===== src/rtl/rom_loader.sv =====
// rom_loader -- streams source beats into a contiguous address range of a
// write-only memory port.
//
// A load is requested with a start pulse carrying an inclusive address range
// [start_addr, end_addr]. Each beat accepted on the valid/ready handshake is
// written one cycle later to the next address in the range. The final write
// coincides with a one-cycle done pulse. An inverted range is rejected with a
// one-cycle err pulse, and abort cancels a load that is in progress.
//
// Optional feature: define ROM_LOADER_CKSUM_EN to add the cksum output. It
// holds the mod-2^DW sum of the words written by the current or most recent
// load.
//
// Ports
//   clk         : clock, all state changes on its rising edge
//   rst_n       : asynchronous active-low reset
//   start       : load request, sampled only while idle
//   start_addr  : first address to write (sampled with start)
//   end_addr    : last address to write, inclusive (sampled with start)
//   abort       : cancels an active load
//   in_valid    : source beat valid
//   in_data     : source beat data
//   in_ready    : loader accepts a beat this cycle
//   wr_en       : memory write strobe
//   wr_addr     : memory write address
//   wr_data     : memory write data
//   busy        : a load is active (LOAD or DONE)
//   done        : one-cycle pulse on the final write of a load
//   err         : one-cycle pulse when a request has start_addr > end_addr
//   cksum       : running sum of written data (ROM_LOADER_CKSUM_EN only)
module rom_loader #(
  parameter int DW = 8,
  parameter int AW = 5
) (
  input  logic          clk,
  input  logic          rst_n,
  input  logic          start,
  input  logic [AW-1:0] start_addr,
  input  logic [AW-1:0] end_addr,
  input  logic          abort,
  input  logic          in_valid,
  input  logic [DW-1:0] in_data,
  output logic          in_ready,
  output logic          wr_en,
  output logic [AW-1:0] wr_addr,
  output logic [DW-1:0] wr_data,
  output logic          busy,
  output logic          done,
`ifdef ROM_LOADER_CKSUM_EN
  output logic          err,
  output logic [DW-1:0] cksum
`else
  output logic          err
`endif
);

  localparam logic [1:0] IDLE = 2'd0;
  localparam logic [1:0] LOAD = 2'd1;
  localparam logic [1:0] DONE = 2'd2;

  logic [1:0]    state_q,   state_d;
  logic [AW-1:0] ptr_q,     ptr_d;
  logic [AW-1:0] last_q,    last_d;
  logic          wr_en_q,   wr_en_d;
  logic [AW-1:0] wr_addr_q, wr_addr_d;
  logic [DW-1:0] wr_data_q, wr_data_d;
  logic          err_q,     err_d;
  logic          range_ok;
  logic          accept;

  assign range_ok = (start_addr <= end_addr);
  // abort takes priority over a coinciding handshake: the beat is dropped
  assign accept   = (state_q == LOAD) && in_valid && !abort;

  always_comb begin
    state_d   = state_q;
    ptr_d     = ptr_q;
    last_d    = last_q;
    wr_en_d   = 1'b0;
    wr_addr_d = wr_addr_q;
    wr_data_d = wr_data_q;
    err_d     = 1'b0;
    case (state_q)
      IDLE: begin
        if (start) begin
          if (range_ok) begin
            state_d = LOAD;
            ptr_d   = start_addr;
            last_d  = end_addr;
          end else begin
            err_d = 1'b1;
          end
        end
      end
      LOAD: begin
        if (abort) begin
          state_d = IDLE;
        end else if (accept) begin
          wr_en_d   = 1'b1;
          wr_addr_d = ptr_q;
          wr_data_d = in_data;
          // Stop on the last address instead of incrementing, so a full
          // 0..2^AW-1 load never wraps the pointer.
          if (ptr_q == last_q) begin
            state_d = DONE;
          end else begin
            ptr_d = ptr_q + 1'b1;
          end
        end
      end
      DONE: begin
        state_d = IDLE;
      end
      default: begin
        state_d = IDLE;
      end
    endcase
  end

  always_ff @(posedge clk or negedge rst_n) begin
    if (!rst_n) begin
      state_q   <= IDLE;
      ptr_q     <= '0;
      last_q    <= '0;
      wr_en_q   <= 1'b0;
      wr_addr_q <= '0;
      wr_data_q <= '0;
      err_q     <= 1'b0;
    end else begin
      state_q   <= state_d;
      ptr_q     <= ptr_d;
      last_q    <= last_d;
      wr_en_q   <= wr_en_d;
      wr_addr_q <= wr_addr_d;
      wr_data_q <= wr_data_d;
      err_q     <= err_d;
    end
  end

  // Status is decoded from the state register. DONE is entered on the same
  // edge that registers the final write, so done lines up with that wr_en.
  assign in_ready = (state_q == LOAD);
  assign busy     = (state_q != IDLE);
  assign done     = (state_q == DONE);
  assign wr_en    = wr_en_q;
  assign wr_addr  = wr_addr_q;
  assign wr_data  = wr_data_q;
  assign err      = err_q;

`ifdef ROM_LOADER_CKSUM_EN
  logic [DW-1:0] cksum_q, cksum_d;

  // The sum is accumulated at acceptance so it already includes the final
  // word during the done cycle. It then holds until the next valid start.
  always_comb begin
    cksum_d = cksum_q;
    if ((state_q == IDLE) && start && range_ok) begin
      cksum_d = '0;
    end else if (accept) begin
      cksum_d = cksum_q + in_data;
    end
  end

  always_ff @(posedge clk or negedge rst_n) begin
    if (!rst_n) begin
      cksum_q <= '0;
    end else begin
      cksum_q <= cksum_d;
    end
  end

  assign cksum = cksum_q;
`endif

endmodule


===== config.mk =====
export PLATFORM = sky130hd
export DESIGN_NAME = rom_loader
export DESIGN_NICKNAME = d
export VERILOG_FILES = /design/src/rtl/rom_loader.sv
export SDC_FILE = /design/constraint.sdc
export NUM_CORES = 1
export LEC_CHECK = 0
export ABC_AREA = 1
export CORE_AREA = 2 2 61 63
export CTS_BUF_LIST = sky130_fd_sc_hd__clkbuf_8
export DETAILED_ROUTE_END_ITERATION = 6
export DIE_AREA = 0 0 63 65
export PLACE_DENSITY = 0.76
export SETUP_SLACK_MARGIN = 0.4
export SLEW_MARGIN = 20
export SYNTH_ARGS = -nofsm -noshare
export SYNTH_HDL_FRONTEND = slang
export SYNTH_SLANG_ARGS = --single-unit

===== constraint.sdc =====
create_clock -name clk -period 1.4 [get_ports clk]
set_clock_uncertainty 0.05 [all_clocks]
set_input_delay 0.28 -clock clk [delete_from_list [all_inputs] [get_ports clk]]
set_output_delay 0.28 -clock clk [all_outputs]
set_load 0.1 [all_outputs]

### Yosys cells after proc, flatten, opt, wreduce, memory -nomap -nowiden

Index checks and enable logic that the tools add are counted.

| operators by class | value |
|---|---|
| add/sub/neg operators | 1 |
| multiplexer cells | 18 |
| $lt $le $gt $ge | 1 |
| eq/ne operators | 10 |
| bitwise operators | 1 |
| reduce and logical (&&, ||, !) cells | 10 |

Operator list:

| kind | count |
|---|---|
| $mux W5 | 5 |
| $mux W2 | 5 |
| $pmux W5 S2 | 1 |
| $ne A2 B2 Y1 const B | 4 |
| $mux W1 | 6 |
| $ne A3 B2 Y1 const B | 2 |
| $reduce_and A3 Y1 | 2 |
| $reduce_and A6 Y1 | 1 |
| $add A5 B1 Y5 const B | 1 |
| $eq A5 B5 Y1 | 1 |
| $le A5 B5 Y1 | 1 |
| $pmux W2 S2 | 1 |
| $reduce_and A4 Y1 | 1 |
| $reduce_bool A2 Y1 | 2 |
| $eq A2 B1 Y1 const B | 1 |
| $eq A2 B2 Y1 const B | 1 |
| $logic_and A1 B1 Y1 | 2 |
| $logic_not A2 Y1 | 1 |
| $ne A2 B1 Y1 const B | 1 |
| $logic_not A1 Y1 | 1 |
| $not A1 Y1 | 1 |

| word-level totals | value |
|---|---|
| bits in registers | 27 |
| word-level logic and storage cells | 48 |
| input bits | 23 |
| output and inout port bits | 18 |

### Logic depth before layout (Yosys ltp)

| logic depth | value |
|---|---|
| depth after elaboration | 6 |
| mapped depth | 11 |

### Least setup slack after synthesis

No wires, ideal clock.

| path | value |
|---|---|
| path type | register to output |
| from | register state_q[1] |
| to | output port done |
| data required time | 1,070 ps |
| data arrival time | 1,702 ps |
| setup slack | -632 ps |
| cell stages (with the launch flop) | 3 |
| path through | dfrtp_1 -> inv_1 -> nor2_1 |

| on the way | value |
|---|---|
| cells in the longest elaborated chain, start to end | 1 |

Ends and longest elaborated chain:

| element | line | text |
|---|---|---|
| start: declaration | 61 | `logic [1:0] state_q, state_d;` |
| start signal: assignment | 130 | `state_q <= state_d;` |
| $eq A2 B2 Y1 | 144 | `assign done = (state_q == DONE);` |
| end: declaration | 48 | `output logic done,` |

Every way passes these cells.

### Worst setup path in the final report

| path | value |
|---|---|
| from | register state_q[1] |
| to | register wr_data_q[7] (netlist: wr_data[7]) |

| on the way | value |
|---|---|
| cells in the longest elaborated chain, start to end | 4 |

Ends and longest elaborated chain:

| element | line | text |
|---|---|---|
| $eq A2 B1 Y1 * | 73, 83 |  |
| $logic_and A1 B1 Y1 (2 in series) | 73 | `assign accept = (state_q == LOAD) && in_valid && !abort;` |
| $reduce_and A3 Y1 (no source line) * | n/a |  |
| end signal: assignment | 135 | `wr_data_q <= wr_data_d;` |
| end: declaration | 66 | `logic [DW-1:0] wr_data_q, wr_data_d;` |

Mark *: on every way between the ends. The rest lies on a longest branch, timed or not.
A chain may end at the register's enable or synchronous reset.

==> results.yml <==
global_routing:
  grt_pass1_wl_um: 6870
  grt_max_degree: 28
  grt.overflow.total: 0
  grt_pass1_vias: 1497
  antenna_found_initial: 0
  grtUsageTotal: 0.215
critical_path:
  path_cells: "nor2_4, buf_6, inv_8, nor2_4, inv_2, nor2_8, buf_6, inv_8, nand2_2, nand2_1"
  start_kind: "register"
  slowest_stage: "dfrtp_1"
  arrival_ns: 1.65
  critPathKind: "reg -> reg"
  slowest_delay_ns: 0.45
  cp_data_required_time_ns: 1.51
  endpoint_kind: "register"
  reg2regPathDepth: 10
  critPathMaxFanout: 8
routing:
  vias_per_cell: 4.68
  ant_nets: 0
  first_pass_iters: 4
  vias: 1459
  detail_route.iter0.violations: 34
  route.final.wire_length_um: 4320
  post-route-drc-count: 0
  wl_per_cell_um: 13.8
timing:
  post-route-min-period_ns: 1.54
  slew_viol_final: 0
  final.period_utilization: 1.10
  worst-slew-pin-transition_ns: 0.266
  tns_ns: -2.05
  fmax_mhz: 649
  setup_viol: 21
  rsz0062_at_grt: "true"
  hold_viol: 0
  slew_headroom: 0.821
  setup_slack_ns: -0.140
cells_and_area:
  final_cell_mix: "44 x nand2_1, 33 x buf_4, 22 x nand2_2"
  nets: 294
  final_common_cell: "nand2_1"
  fillers: 224
  layout.area.seq_um2: 696
  fin_cells: 312
  synthToLayoutAreaGrowth_pct: 97.7
  utilization: 0.809
  antenna_cells: 0
  drive_gt1_frac: 0.610
  multi_input_area_um2: 947
yosys:
  synthXorXnorAreaFrac: 0.0245
  syn-num-nets: 206
  ys_ff_latch: 27
  synthAdderAreaFrac: 0.0525
  yosys.area.top_type_share: 0.472
  yosysSeqAreaShare: 0.472
  muxShareOfSynthArea: 0
  synth_cell_types: 19
  syn_area_um2: 1430
  yosysWarnings: 0
  synth_top_family_by_area: "simple AND/OR/NAND/NOR gates"
  synth_area_leaders: "dfrtp_1 47%, nand2_1 19%, ha_1 5.2%, inv_1 5.0%, o21ai_0 4.2%"
  synth_area_per_cell_um2: 8.08
  synth-simple-area-share: 0.310
  synth-compound-area-share: 0.0516
  yosys.area.top_type: "dfrtp_1"
  syn_inst: 177
cts:
  cts-htree-levels: 1
  cts_buffers: 3
  clk_latency_ns: 0.27
  cts_sinks: 27
  path_clk_slew_ns: 0.10
  cts_buffer_depth: 2
  cts_hold_buf: 0
  tritoncts: "yes"
  cts.root.buffer_cell: "clkbuf_8"
outcome:
  violations: "setup timing"
  status: "complete, but fails checks"
floorplanning:
  dieArea_um2: 4100
  die-width_um: 63
  ios: 41
  start_util: 0.409
  die_y_um: 65
  core_area_um2: 3500
  row_count: 22
power:
  p_total_w: 0.00635
  p_per_area_nw_per_um2: 2240
  ir_drop_mv: 0.785
  p_leak_nw: 1.35
placement:
  io_buffers: 40
  place_ws_ns: -0.679
  post-dp-hpwl_um: 2390
  dp_cells: 278
  gp_congestion: 0.739
hold_path:
  hold_depth: 3
  hold_path.class: "in -> reg"
job:
  cap_viol_max_count: 0
==> critical path: cells and delay by family, from the launching register on <==
family,cells,cell delay [ns]
flip-flops,1,0.45
AND/OR/NAND/NOR,5,0.52
buffers and inverters,5,0.42
==> stage by stage <==
step,area [um2],hold slack (ns)
global route,2830,0.199
detailed placement,2220,0.454
global placement,2220,0.443
finish,2830,0.189
CTS,2680,0.206
floorplan,1480,-0.0656
==> per-layer routing <==
layer / GRT usage / routed length [um]
met3: 0.0382 / 214
met2: 0.422 / 2390
met5: 0 / 0
met1: 0.242 / 1630
met4: 0.0417 / 83
==> final timing paths <==
check	start	to	slack (ns)
min reg2reg	wr_data[3]$_DFFE_PN0P_	wr_data[3]$_DFFE_PN0P_	0.48
min	end_addr[2]	last_q[2]$_DFFE_PN0P_	0.19
min in group asynchronous	rst_n	wr_addr[2]$_DFFE_PN0P_	0.31
max	state_q[1]$_DFFE_PN0P_	wr_data[7]$_DFFE_PN0P_	-0.14
max in group asynchronous	rst_n	wr_data[5]$_DFFE_PN0P_	0.81
max reg2reg	state_q[1]$_DFFE_PN0P_	wr_data[7]$_DFFE_PN0P_	-0.14
==> what timing repair did <==
action / 4_1_cts / 5_1_grt
setup endpoints to repair: 45 / 45
setup buffers: 21 / 6
pin swaps: 20 / 15
cloned: 3 / 0
resized for setup: 107 / 29
==> sequential cells by signal (all words and copies together) (netlist names) <==
register  count
ptr_q         5
state_q       2
wr_addr       5
err           1
wr_en         1
last_q        5
wr_data       8
==> cells by family (layout without fill, tap and decap cells) <==
| kind of cell | after synthesis | after routing |
|---|---|---|
| xor+xnor | 4 | 4 |
| flops | 27 | 27 |
| simple gates | 100 | 101 |
| compound gates | 14 | 14 |
| fa+ha+maj | 6 | 6 |
| buf+inv | 26 | 112 |
==> where the power goes <==
group          internal [W]  total, W  switching [W]
Clock              0.000197  0.000446       0.000249
Combinational       0.00179   0.00439        0.00260
Sequential          0.00114   0.00151       0.000368
Total               0.00313   0.00635        0.00322
==> cell type report <==
| class | count | area share |
|---|---|---|
| Timing Repair inverter | 2 | 0.00708 |
| Inverter | 23 | 0.0385 |
| Clock buffer | 3 | 0.0146 |
| Tap cell | 48 | 0.0212 |
| Multi-Input combinational cell | 125 | 0.335 |
| Clock inverter | 1 | 0.00133 |
| Timing Repair Buffer | 83 | 0.336 |
| Sequential cell | 27 | 0.246 |
==> synth_stat cells <==
| master | n |
|---|---|
| clkbuf_8 | 1 |
| xor2_1 | 2 |
| dfrtp_1 | 27 |
| nor3_1 | 1 |
| o21ai_2 | 1 |
| nand2_1 | 73 |
| nand2_4 | 3 |
| nor2_8 | 1 |
| o21ai_0 | 12 |
| inv_1 | 19 |
| a21oi_1 | 1 |
| xnor2_1 | 2 |
| nor2_1 | 10 |
| inv_2 | 2 |
| inv_4 | 2 |
| nand3_1 | 10 |
| buf_6 | 2 |
| ha_1 | 6 |
| nor2_4 | 2 |
(Power assumes the default switching activity.)
